File: config.mk
export PLATFORM = sky130hd
export DESIGN_NAME = demux_bank_seq
export DESIGN_NICKNAME = d
export VERILOG_FILES = /design/src/rtl/demux_pkg.sv /design/src/rtl/demux_onehot_dec.sv /design/src/rtl/demux_bank_seq.sv
export SDC_FILE = /design/constraint.sdc
export NUM_CORES = 1
export LEC_CHECK = 0
export ABC_AREA = 0
export CORE_ASPECT_RATIO = 1.5
export CORE_MARGIN = 3
export CORE_UTILIZATION = 52
export CTS_CLUSTER_SIZE = 20
export DETAILED_ROUTE_END_ITERATION = 8
export PLACE_DENSITY = 0.84
export SKIP_CTS_REPAIR_TIMING = 1
export SYNTH_ARGS = -nofsm -noshare
export SYNTH_HDL_FRONTEND = slang
export SYNTH_HIERARCHICAL = 1
export SYNTH_SLANG_ARGS = --single-unit
File: constraint.sdc
create_clock -name clk -period 5.1 [get_ports clk]
set_clock_uncertainty 0.15 [all_clocks]
set_input_delay 0.51 -clock clk [delete_from_list [all_inputs] [get_ports clk]]
set_output_delay 0.51 -clock clk [all_outputs]
set_load 0.02 [all_outputs]
File: src/rtl/demux_pkg.sv
// Shared types for the registered channel demux bank.
// Latency: n/a (types only).
// Backpressure: n/a (types only).
package demux_pkg;

  typedef enum logic [1:0] {
    MODE_ADDR  = 2'b00,
    MODE_BCAST = 2'b01,
    MODE_AUTO  = 2'b10,
    MODE_CLEAR = 2'b11
  } mode_t;

  typedef enum logic {
    ST_IDLE     = 1'b0,
    ST_CLEARING = 1'b1
  } state_t;

endpackage

File: src/rtl/demux_onehot_dec.sv
// Select-to-one-hot decoder with out-of-range flag for non power-of-two banks.
// Latency: combinational.
// Backpressure: none; pure function of sel.
module demux_onehot_dec
  import demux_pkg::*;
#(
  parameter int CHANNELS = 8,
  parameter int SEL_W    = $clog2(CHANNELS)
) (
  input  logic [SEL_W-1:0]    sel,
  output logic [CHANNELS-1:0] onehot,
  output logic                oor
);

  // One extra bit so CHANNELS itself is representable when it is a power of two.
  localparam logic [SEL_W:0] NCH = (SEL_W+1)'(CHANNELS);

  // Raise exactly the enable of the selected channel; none when sel is past the bank.
  always_comb begin
    onehot = '0;
    for (int i = 0; i < CHANNELS; i++) begin
      onehot[i] = (sel == SEL_W'(i));
    end
  end

  assign oor = ({1'b0, sel} >= NCH);

endmodule

File: src/rtl/demux_bank_seq.sv
// Routes newval into a bank of CHANNELS registers: addressed, broadcast, auto-increment, sequential clear.
// Latency: 1 cycle from acceptance to D/written; clear occupies CHANNELS cycles.
// Backpressure: in_ready low for the whole clear, driven from state only.
module demux_bank_seq
  import demux_pkg::*;
#(
  parameter int WIDTH    = 4,
  parameter int CHANNELS = 8,
  parameter int SEL_W    = $clog2(CHANNELS)
) (
  input  logic                clk,
  input  logic                reset,
  input  logic                in_valid,
  output logic                in_ready,
  input  logic [1:0]          mode,
  input  logic [SEL_W-1:0]    S,
  input  logic [WIDTH-1:0]    newval,
  output logic [WIDTH-1:0]    D [CHANNELS-1:0],
  output logic [CHANNELS-1:0] written,
  output logic [SEL_W-1:0]    wr_ptr,
  output logic                err,
  output logic                clr_done
);

  localparam logic [SEL_W-1:0] LAST = SEL_W'(CHANNELS - 1);

  state_t               state, state_nxt;
  mode_t                mode_e;
  logic [SEL_W-1:0]     clr_idx;
  logic                 accept;
  logic                 start_clr;
  logic                 last_clr;
  logic [SEL_W-1:0]     dec_sel;
  logic [CHANNELS-1:0]  dec_hot;
  logic                 dec_oor;
  logic [CHANNELS-1:0]  we;
  logic [WIDTH-1:0]     wval;
  logic                 wflag;
  logic                 err_nxt;
  logic                 ptr_adv;

  assign mode_e   = mode_t'(mode);
  assign in_ready = (state == ST_IDLE);
  assign accept   = in_valid && in_ready;

  // One decoder serves all three indexed paths: clear index wins while clearing.
  assign dec_sel = (state == ST_CLEARING) ? clr_idx :
                   (mode_e == MODE_AUTO)  ? wr_ptr  : S;

  demux_onehot_dec #(
    .CHANNELS (CHANNELS),
    .SEL_W    (SEL_W)
  ) u_dec (
    .sel    (dec_sel),
    .onehot (dec_hot),
    .oor    (dec_oor)
  );

  // A reset landing on the final clear cycle must not leak a done pulse.
  assign clr_done = last_clr && !reset;

  // Next-state logic: enter CLEARING on an accepted clear, leave after the last channel.
  always_comb begin
    state_nxt = state;
    start_clr = 1'b0;
    last_clr  = 1'b0;
    case (state)
      ST_IDLE: begin
        if (accept && mode_e == MODE_CLEAR) begin
          start_clr = 1'b1;
          state_nxt = ST_CLEARING;
        end
      end
      ST_CLEARING: begin
        if (clr_idx == LAST) begin
          last_clr  = 1'b1;
          state_nxt = ST_IDLE;
        end
      end
      default: state_nxt = ST_IDLE;
    endcase
  end

  // Per-channel write enables and data for the current cycle.
  always_comb begin
    we      = '0;
    wval    = newval;
    wflag   = 1'b1;
    err_nxt = 1'b0;
    ptr_adv = 1'b0;
    if (state == ST_CLEARING) begin
      we    = dec_hot;
      wval  = '0;
      wflag = 1'b0;
    end else if (accept) begin
      case (mode_e)
        MODE_ADDR: begin
          we      = dec_oor ? '0 : dec_hot;
          err_nxt = dec_oor;
        end
        MODE_BCAST: we = '1;
        MODE_AUTO: begin
          we      = dec_hot;
          ptr_adv = 1'b1;
        end
        default: ;
      endcase
    end
  end

  // State register.
  always_ff @(posedge clk) begin
    if (reset) state <= ST_IDLE;
    else       state <= state_nxt;
  end

  // Channel bank, written flags, AUTO pointer, clear index and error pulse.
  always_ff @(posedge clk) begin
    if (reset) begin
      for (int i = 0; i < CHANNELS; i++) D[i] <= '0;
      written <= '0;
      wr_ptr  <= '0;
      clr_idx <= '0;
      err     <= 1'b0;
    end else begin
      err <= err_nxt;
      for (int i = 0; i < CHANNELS; i++) begin
        if (we[i]) begin
          D[i]       <= wval;
          written[i] <= wflag;
        end
      end
      if (last_clr)     wr_ptr <= '0;
      else if (ptr_adv) wr_ptr <= (wr_ptr == LAST) ? '0 : wr_ptr + SEL_W'(1);
      if (start_clr)                 clr_idx <= '0;
      else if (state == ST_CLEARING) clr_idx <= last_clr ? '0 : clr_idx + SEL_W'(1);
    end
  end

endmodule
==> out/metrics.cfg <==
[power_and_ir_drop]
leakagePower_uw=0.001169
ir_drop_uv=266.3
power.density_nw_per_um2=279.9

[cts]
root_buffer=clkbuf_8
clockBufferDepth=2
cts_inserted_buffers=5
clock_sinks=48
htreeDepth=2
clk_latency_ps=300
cts_tree=done
cts.clk_slew.worst_paths_ps=90

[route]
wl_per_cell_um=14.90
first_pass_iters=4
vias=1760
wirelength_um=4799
ant_nets=0
drc=0
vias_per_cell=5.466
drtIter0Drc=64

[synthesis]
yosysWarnings=6
syn_inst=231
synth.top_cell.area_share_pct=42.91
ys_types=28
ys_seq_area_share_pct=42.91
synth_area_per_cell_um2=9.695
async_flop_share_pct=0
synth_edf_count=0
netlist_area_um2=2240
yosysTopAreaCell=dfxtp_1
synth_fp_nets=247
synth_flop_cell=dfxtp_1
synth-seq-cells=48
synthTopCellsByArea=dfxtp_1, mux2i_1, nand3b_1

[place]
post-dp-hpwl_um=3381
gp_congestion=0.7988
port-buffer-count=57

[worst_setup_path]
required_ps=5130
cpPeakStageDelay_ps=710
worstPathCellList=clkdlybuf4s50_1 -> nand2b_1 -> mux2i_1 -> o21ai_0 -> nor3b_1 -> a21oi_1 -> or2_1 -> mux2i_1
endpoint=D[16]
cp-start-kind=input pin
ff2ff_path_depth=5
crit_type=in -> reg
r2r-end=D[10]
worst-path-max-fanout=12
crit_arrival_ps=3030
reg2reg_setup_slack_ps=2780
worstReg2RegStart=state
crit_top_cell=mux2i_1
cp_slowest_cell=clkdlybuf4s50_1
crit_path_end_kind=flip-flop
setup.worst_path.start=mode[0]

[sta]
tightest_slew_ps=668.7
fin_crit_sh_pct=58.90
hold_viol=0
max_freq_ghz=0.3329
tns_ps=0
holdWs_ps=306.6
grt_setup_unrepaired=false
setup_violations=0
slew_violations=0
slew_headroom_pct=54.95
period_needed_ps=3004

[cells_and_area]
multi_input_area_um2=1139
area_growth_pct=26.42
regArea_um2=960.9
nNetsFinal=292
fillers=340
n_antenna_cell=0
drive_above_1_share_pct=5.415

[grt]
antenna_found_initial=0
grt_pass1_vias=1722
grt_pass1_wl_um=7928
grt_max_degree=50
grt.total_usage_pct=19.96
overflow=0

[die]
rows=28
die_h_um=86.38
io_pins=58
start_util_pct=55.11
die_x_um=59.59
coreArea_um2=4064
dieArea_um2=5147

[job]
max-cap-violations=0

[outcome]
status=finished clean

[worst_hold_path]
min_path_type=reg -> reg
min_path_cells=2

kinds of logic after synthesis:
logic type                 synth area share (%)
AOI/OAI and AO/OA                         5.363
adders and majority gates                 2.235
buffers and inverters                     6.256
DFF                                       42.90
muxes                                     16.98
other                                    0.1674
and+or+nand+nor                           26.09
layout by cell type (no fill, tap or decap), types with 2 or more instances in the layout:
cell / n
a21oi_1: 17
a22oi_1: 2
and3b_2: 3
clkbuf_8: 6
clkdlybuf4s50_1: 57
dfxtp_1: 48
ha_1: 4
mux2i_1: 38
nand2_1: 21
nand2b_1: 10
nand3b_1: 32
nor2_1: 12
nor3b_1: 3
o21ai_0: 4
or2_1: 7
stage by stage:
| step | std cells | instance area (um2) | worst slack [ps] | util [%] | power, uW |
|---|---|---|---|---|---|
| 2_1_floorplan | 231 | 2240 | 2768 | - | 511.3 |
| 6_report | 322 | 2831 | 2096 | 69.67 | 792.6 |
| 3_3_place_gp | 314 | 2738 | 1839 | 67.36 | 560.0 |
| 5_1_grt | 322 | 2831 | 1835 | 69.67 | 824.1 |
| 3_5_place_dp | 314 | 2738 | 1801 | 67.36 | 561.8 |
| 4_1_cts | 322 | 2831 | 2115 | 69.67 | 794.5 |
synthesized netlist by cell type, types with 2 or more instances:
| library cell | count |
|---|---|
| dfxtp_1 | 48 |
| mux2i_1 | 38 |
| nand3b_1 | 32 |
| nand2_1 | 21 |
| a21oi_1 | 17 |
| nor2_1 | 12 |
| nand2b_1 | 10 |
| buf_6 | 7 |
| or2_1 | 7 |
| clkbuf_1 | 6 |
| buf_1 | 4 |
| ha_1 | 4 |
| o21ai_0 | 4 |
| and3b_2 | 3 |
| nor3b_1 | 3 |
| a22oi_1 | 2 |
| buf_4 | 2 |
critical path, delay by kind of cell:
family	cells	cell delay, ps
compound gates	2	630
mux	2	260
buf+inv	1	710
simple gates	3	920
state kept, by name, summed over array words and instances, names as in the netlist:
name	cells
err	1
state	1
D	32
clr_idx	3
written	8
wr_ptr	3
power breakdown:
group,leakage (uW),switching [uW],internal [uW]
clock,0.0000445,129,110
combinational,0.000733,74.5,71.0
sequential,0.000392,13.2,395
worst min path at each step:
stage	from	end	slack [ps]
floorplan	clr_idx[0]	clr_idx[0]	360
global placement	written[0]	written[0]	290
detailed placement	written[0]	written[0]	300
CTS	written[0]	written[0]	310
global route	written[0]	written[0]	340
finish	written[0]	written[0]	310
per-layer routing:
metal / wire length [um] / global-route usage (%)
met1: 2092 / 24.27
met2: 2437 / 34.13
met3: 198 / 4.471
met4: 70 / 6.653
met5: 0 / 0
cell type report:
type,instances,share of cell area [%]
Timing Repair Buffer,58,20.42
Inverter,1,0.1326
Clock buffer,7,3.049
Clock inverter,1,0.2651
Sequential cell,48,33.94
Tap cell,45,1.989
Multi-Input combinational cell,162,40.21
Note: power is estimated with default switching activity, not from simulation.
==> patch 1: new RTL, same flow settings <==
`CHANNELS` is set to 8 in 2 places; all go to 16.
--- a/src/rtl/demux_onehot_dec.sv
+++ b/src/rtl/demux_onehot_dec.sv
@@ -4,7 +4,7 @@
 module demux_onehot_dec
   import demux_pkg::*;
 #(
-  parameter int CHANNELS = 8,
+  parameter int CHANNELS = 16,
   parameter int SEL_W    = $clog2(CHANNELS)
 ) (
   input  logic [SEL_W-1:0]    sel,
--- a/src/rtl/demux_bank_seq.sv
+++ b/src/rtl/demux_bank_seq.sv
@@ -5,7 +5,7 @@
   import demux_pkg::*;
 #(
   parameter int WIDTH    = 4,
-  parameter int CHANNELS = 8,
+  parameter int CHANNELS = 16,
   parameter int SEL_W    = $clog2(CHANNELS)
 ) (
   input  logic                clk,
Interface: changed (resized D, S, wr_ptr and written); port bits go from 58 to 100. No check against the original RTL was run, so the function may have changed too.
==> patch 1 against the original RTL <==
Design area increased by 88%. Global-route usage increased by 2.3 points. Register-to-register slack got worse by 0.66 ns. First-iteration DRC count increased to 3.2 times the old value. Critical path depth increased by 1. Setup slack got worse by 0.28 ns. Sequential cell count increased by 42. Hold slack got worse by 0.0022 ns. Final cell count increased by 84%. Maximum frequency decreased by 8.5%. Routed wire length increased by 110%. Synthesized area increased by 84%. Total power increased by 110%.
==> patch 1: results (changes against the original RTL) <==
* Top flop regs: D x64, written x16
* Worst path slowest cell: o21ai_1
* Area after DPL at 5030 um2 (+84%)
* Synthesized Nets at 429 (+74%)
* Layout cells sized above 1 at 7.14% (+1.7 points)
* Root buffer cell: clkbuf_16
* Fillers at 623 (+83%)
* CP peak stage delay at 0.74 ns (+0.03 ns)
* Psw at 439 uW (+100%)
* Outcome: finished, final reports clean
* Vias in the first global route at 3172 (+84%)
* R2R setup slack at 2.12 ns (-0.66 ns)
* Critical path peak fanout at 21 (+9)
* Leakage power at 2.05 nW (+75%)
* Sequential fraction of the synthesis area at 43.8% (+0.86 points)
* Arrival @ worst endpoint at 3.31 ns (+0.28 ns)
* Top cells by area, synth: dfxtp_1 (44%), mux2i_1 (17%), nand3b_1 (12%), a21oi_1 (3.2%), nand2_1 (3.1%)
* CTS clk-pin slew, worst paths at 0.06 ns (-0.03 ns)
* Drt total wl at 9890 um (+110%)
* Routability congestion estimate at 0.787 (-1.4%)
* DR vias/cell at 5.56 (+1.6%)
* Gr usage total at 22.3% (+2.3 points)
* Yosys Warn Count at 6 (unchanged)
* Distinct cells, synth at 39 (+39%)
* Clock buffer count from CTS at 9 (+4)
* Share of the clock period used by the worst path at 64.4% (+5.5 points)
* Largest net degree at the start of global routing at 64 (+28%)
* Antenna Cells at 0 (unchanged)
* Min-Delay Path Class: reg2reg
* Setup slack at placement at 1.48 ns (-0.324 ns)
* CTS max path bufs at 2 (unchanged)
* Initial antenna violation count at 0 (unchanged)
* Cell class contributing the biggest share of worst-path delay: simple AND/OR/NAND/NOR gates
* Synth top cells by count: dfxtp_1 (90), mux2i_1 (71), nand3b_1 (64), nand2_1 (34), a21oi_1 (26)
* Hpwl dp at 6710 um (+98%)
* I/O Buffers at 99 (+74%)
* First-pass GRT wire length at 16000 um (+100%)
* 1st-iter DRT viols at 202 (+220%)
* Insertion delay to the later sink of the worst-skew pair at 0.34 ns (+0.04 ns)
* Worst IR Drop VDD at 0.193 mV (-27%)
* Layout Nets at 500 (+71%)
* Max-slew headroom at 27.8% (-27 points)
* TritonRoute pass-1 iters at 5 (+1)
* Post-synth ARST share at 0% (unchanged)
* H-tree levels at 3 (+1)
* WHS at 0.304 ns (-0.00215 ns)
[patch 1: worst paths after layout]
| check | cells past startpoint | start | end |
|---|---|---|---|
| worst max-delay path | 9 | mode[0] | D[32]$_SDFFE_PP0P_ |
| worst min-delay path | 2 | written[12]$_SDFFE_PP0P_ | written[12]$_SDFFE_PP0P_ |
| worst max register to register | 5 | state$_SDFF_PP0_ | D[32]$_SDFFE_PP0P_ |
| worst min register to register | 2 | written[12]$_SDFFE_PP0P_ | written[12]$_SDFFE_PP0P_ |
[patch 1: final cells by class]
| cell class | count | area share [%] |
|---|---|---|
| Clock inverter | 6 | 1.25 |
| Inverter | 1 | 0.0705 |
| Sequential cell | 90 | 33.8 |
| Multi-Input combinational cell | 282 | 39.4 |
| Timing Repair Buffer | 101 | 18.8 |
| Tap cell | 102 | 2.40 |
| Clock buffer | 10 | 4.30 |
[patch 1: power groups by stage]
stage	clock (mW)	combinational [mW]	sequential (mW)
after floorplan	0	0.134	0.816
after global placement	0	0.263	0.779
after detailed placement	0	0.268	0.780
after CTS	0.663	0.269	0.765
after global routing	0.691	0.287	0.769
final	0.653	0.268	0.765
[patch 1: cell families after synthesis]
kind of cell	synth area share [%]
xor gates and xnor gates	0.638
other	0.0911
muxes	17.3
and+or+nand+nor	26.4
AOI/OAI and AO/OA	5.93
buffers and inverters	5.29
DFF	43.8
adders and majority gates	0.608
[patch 1: worst register-to-register path: stages (launching register included)]
cell	delay [ns]
dfxtp_1	1.03
o21ai_1	0.59
nor4b_2	0.48
a21oi_1	0.10
or2_1	0.32
mux2i_1	0.15
[patch 1: routing by layer]
metal | global-route usage, % | share of wire (%)
met1 | 25.3 | 40
met3 | 5.02 | 4.8
met2 | 41.4 | 54
met5 | 0 | 0
met4 | 6.30 | 0.96
[patch 1: through the flow]
| stage | std cells | util, % |
|---|---|---|
| after floorplan | 414 | - |
| after global placement | 576 | 65.7 |
| after detailed placement | 576 | 65.7 |
| after CTS | 592 | 69.5 |
| after global routing | 592 | 69.5 |
| final | 592 | 69.5 |
==> patch 2: new RTL, same flow settings <==
Without the edit above. Register the output `err` once more, cleared by the reset; this adds one clock of latency there. The other outputs are not delayed to match.
--- a/src/rtl/demux_bank_seq.sv
+++ b/src/rtl/demux_bank_seq.sv
@@ -23,6 +23,8 @@
 );
 
   localparam logic [SEL_W-1:0] LAST = SEL_W'(CHANNELS - 1);
+
+  logic err_s0;
 
   state_t               state, state_nxt;
   mode_t                mode_e;
@@ -121,9 +123,9 @@
       written <= '0;
       wr_ptr  <= '0;
       clr_idx <= '0;
-      err     <= 1'b0;
+      err_s0  <= 1'b0;
     end else begin
-      err <= err_nxt;
+      err_s0 <= err_nxt;
       for (int i = 0; i < CHANNELS; i++) begin
         if (we[i]) begin
           D[i]       <= wval;
@@ -137,4 +139,12 @@
     end
   end
 
+  always_ff @(posedge clk) begin
+    if (reset) begin
+      err <= '0;
+    end else begin
+      err <= err_s0;
+    end
+  end
+
 endmodule
Behaviour: unchanged (Yosys induction, for registers that start in step).
==> patch 2 against the original RTL <==
Routed wire length is 1.5% higher. Sequential cell count up 1. Design area rose by 0.66%. Core utilization is 0.46 points higher. Final cell count increased by 0.31%. Non-clock buffer count stayed put. Setup slack got worse by 0.13 ns. Clock power down 7%. Synthesized area increased by 1.2%. Die area increased by 1.1%. Register-to-register slack got worse by 0.12 ns. Total power decreased by 0.97%. Critical endpoint is now D[5]$_SDFFE_PP0P_. Highest routed layer unchanged.
==> patch 2: results (changes against the original RTL) <==
* Outcome: finished, final reports clean
* Cells after synthesis at 233 (+0.87%)
* Area after DPL at 2760 um2 (+0.96%)
* Layout cells sized above 1 at 5.04% (-0.38 points)
* Synth top cells by count: dfxtp_1 (49), mux2i_1 (38), nand3b_1 (32), nand2_1 (21), a21oi_1 (17)
* Arrival @ worst endpoint at 3.14 ns (+0.11 ns)
* Hold Path Stages at 1 (-1)
* Worst IR Drop VDD at 0.214 mV (-20%)
* Leakage power at 1.18 nW (+0.87%)
* Insertion delay to the later sink of the worst-skew pair at 0.29 ns
* CP peak stage delay at 0.73 ns (+0.02 ns)
* Worst path slowest cell: clkdlybuf4s50_1
* First-pass GRT wire length at 7980 um (+0.61%)
* Max-slew headroom at 50.3% (-4.6 points)
* Multiplexer share of the synthesized area at 16.8% (-0.20 points)
* Gr usage total at 19.9% (-0.083 points)
* 1st-iter DRT viols at 37 (-42%)
* M2 GR Usage at 33.9% (-0.27 points)
* RR Endpoint: D[5]$_SDFFE_PP0P_
* Compound-cell area share of the yosys netlist at 5.30% (-0.062 points)
* Switching Share at 26.0% (-1.4 points)
* R2R setup slack at 2.66 ns (-0.12 ns)
* Fillers at 337 (-0.88%)
* Distinct cells, synth at 28 (unchanged)
* Sequential fraction of the synthesis area at 43.3% (+0.39 points)
* Layout Nets at 294 (+0.68%)
* Vias in the first global route at 1709 (-0.75%)
* Routability congestion estimate at 0.814 (+1.9%)
* Finished Layout Cells at 323 (+0.31%)
* Hold Startpoint: err_s0$_SDFF_PP0_
* Root buffer cell: clkbuf_8
* H-tree levels at 2 (unchanged)
* Adder-cell share of the synthesized area at 2.21% (-0.026 points)
* Synthesized Nets at 249 (+0.81%)
* Met3 Use GR at 3.43% (-1.0 points)
* Top cells by area, synth: dfxtp_1 (43%), mux2i_1 (17%), nand3b_1 (11%), a21oi_1 (3.8%), buf_6 (3.5%)
* Worst Hold End: err$_SDFF_PP0_
* DR WL/cell at 15.1 um (+1.2%)
* Hpwl dp at 3540 um (+4.6%)
* Vias at 1788 (+1.6%)
patch 2: layer usage:
metal	vias to the layer above	part of all wire, %
li1	882	-
met1	850	41
met2	47	53
met3	9	3.6
met4	0	1.9
met5	-	0
patch 2: layout make-up:
cell class	instances	share of cell area, %
repair buffers	58	20.3
flip-flops and latches	49	34.4
clock buffers	7	3.03
well taps	45	1.98
multi-input cells	163	40.2
inverters	1	0.132
patch 2: power groups by stage:
| stage | Combinational [mW] | Clock [mW] | Sequential (mW) |
|---|---|---|---|
| floorplan | 0.0751 | 0 | 0.444 |
| global placement | 0.144 | 0 | 0.424 |
| detailed placement | 0.146 | 0 | 0.425 |
| CTS | 0.147 | 0.226 | 0.416 |
| global route | 0.159 | 0.241 | 0.418 |
| finish | 0.147 | 0.223 | 0.415 |
patch 2: worst max path at each step:
| stage | to | cells past startpoint |
|---|---|---|
| after floorplan | D[4]$_SDFFE_PP0P_ | 8 |
| after global placement | D[4]$_SDFFE_PP0P_ | 8 |
| after detailed placement | D[5]$_SDFFE_PP0P_ | 8 |
| after CTS | D[5]$_SDFFE_PP0P_ | 8 |
| after global routing | D[19]$_SDFFE_PP0P_ | 8 |
| final | D[5]$_SDFFE_PP0P_ | 8 |
patch 2: logic make-up after synthesis:
logic type	count (synthesis)
adder cells (fa/ha/maj)	4
buffers and inverters	21
AND/OR/NAND/NOR	97
AO/OA/AOI/OAI	23
flip-flops	49
multiplexers	38
other	1
patch 2: through the flow:
stage	setup slack (ns)	hold WS (ns)	utilization [%]	power (mW)
final	1.97	0.293	70.1	0.785
after global routing	1.73	0.315	70.1	0.818
after CTS	2.03	0.302	70.1	0.789
after detailed placement	1.75	0.284	68.0	0.571
after global placement	1.86	0.275	68.0	0.568
after floorplan	2.77	0.264	-	0.519
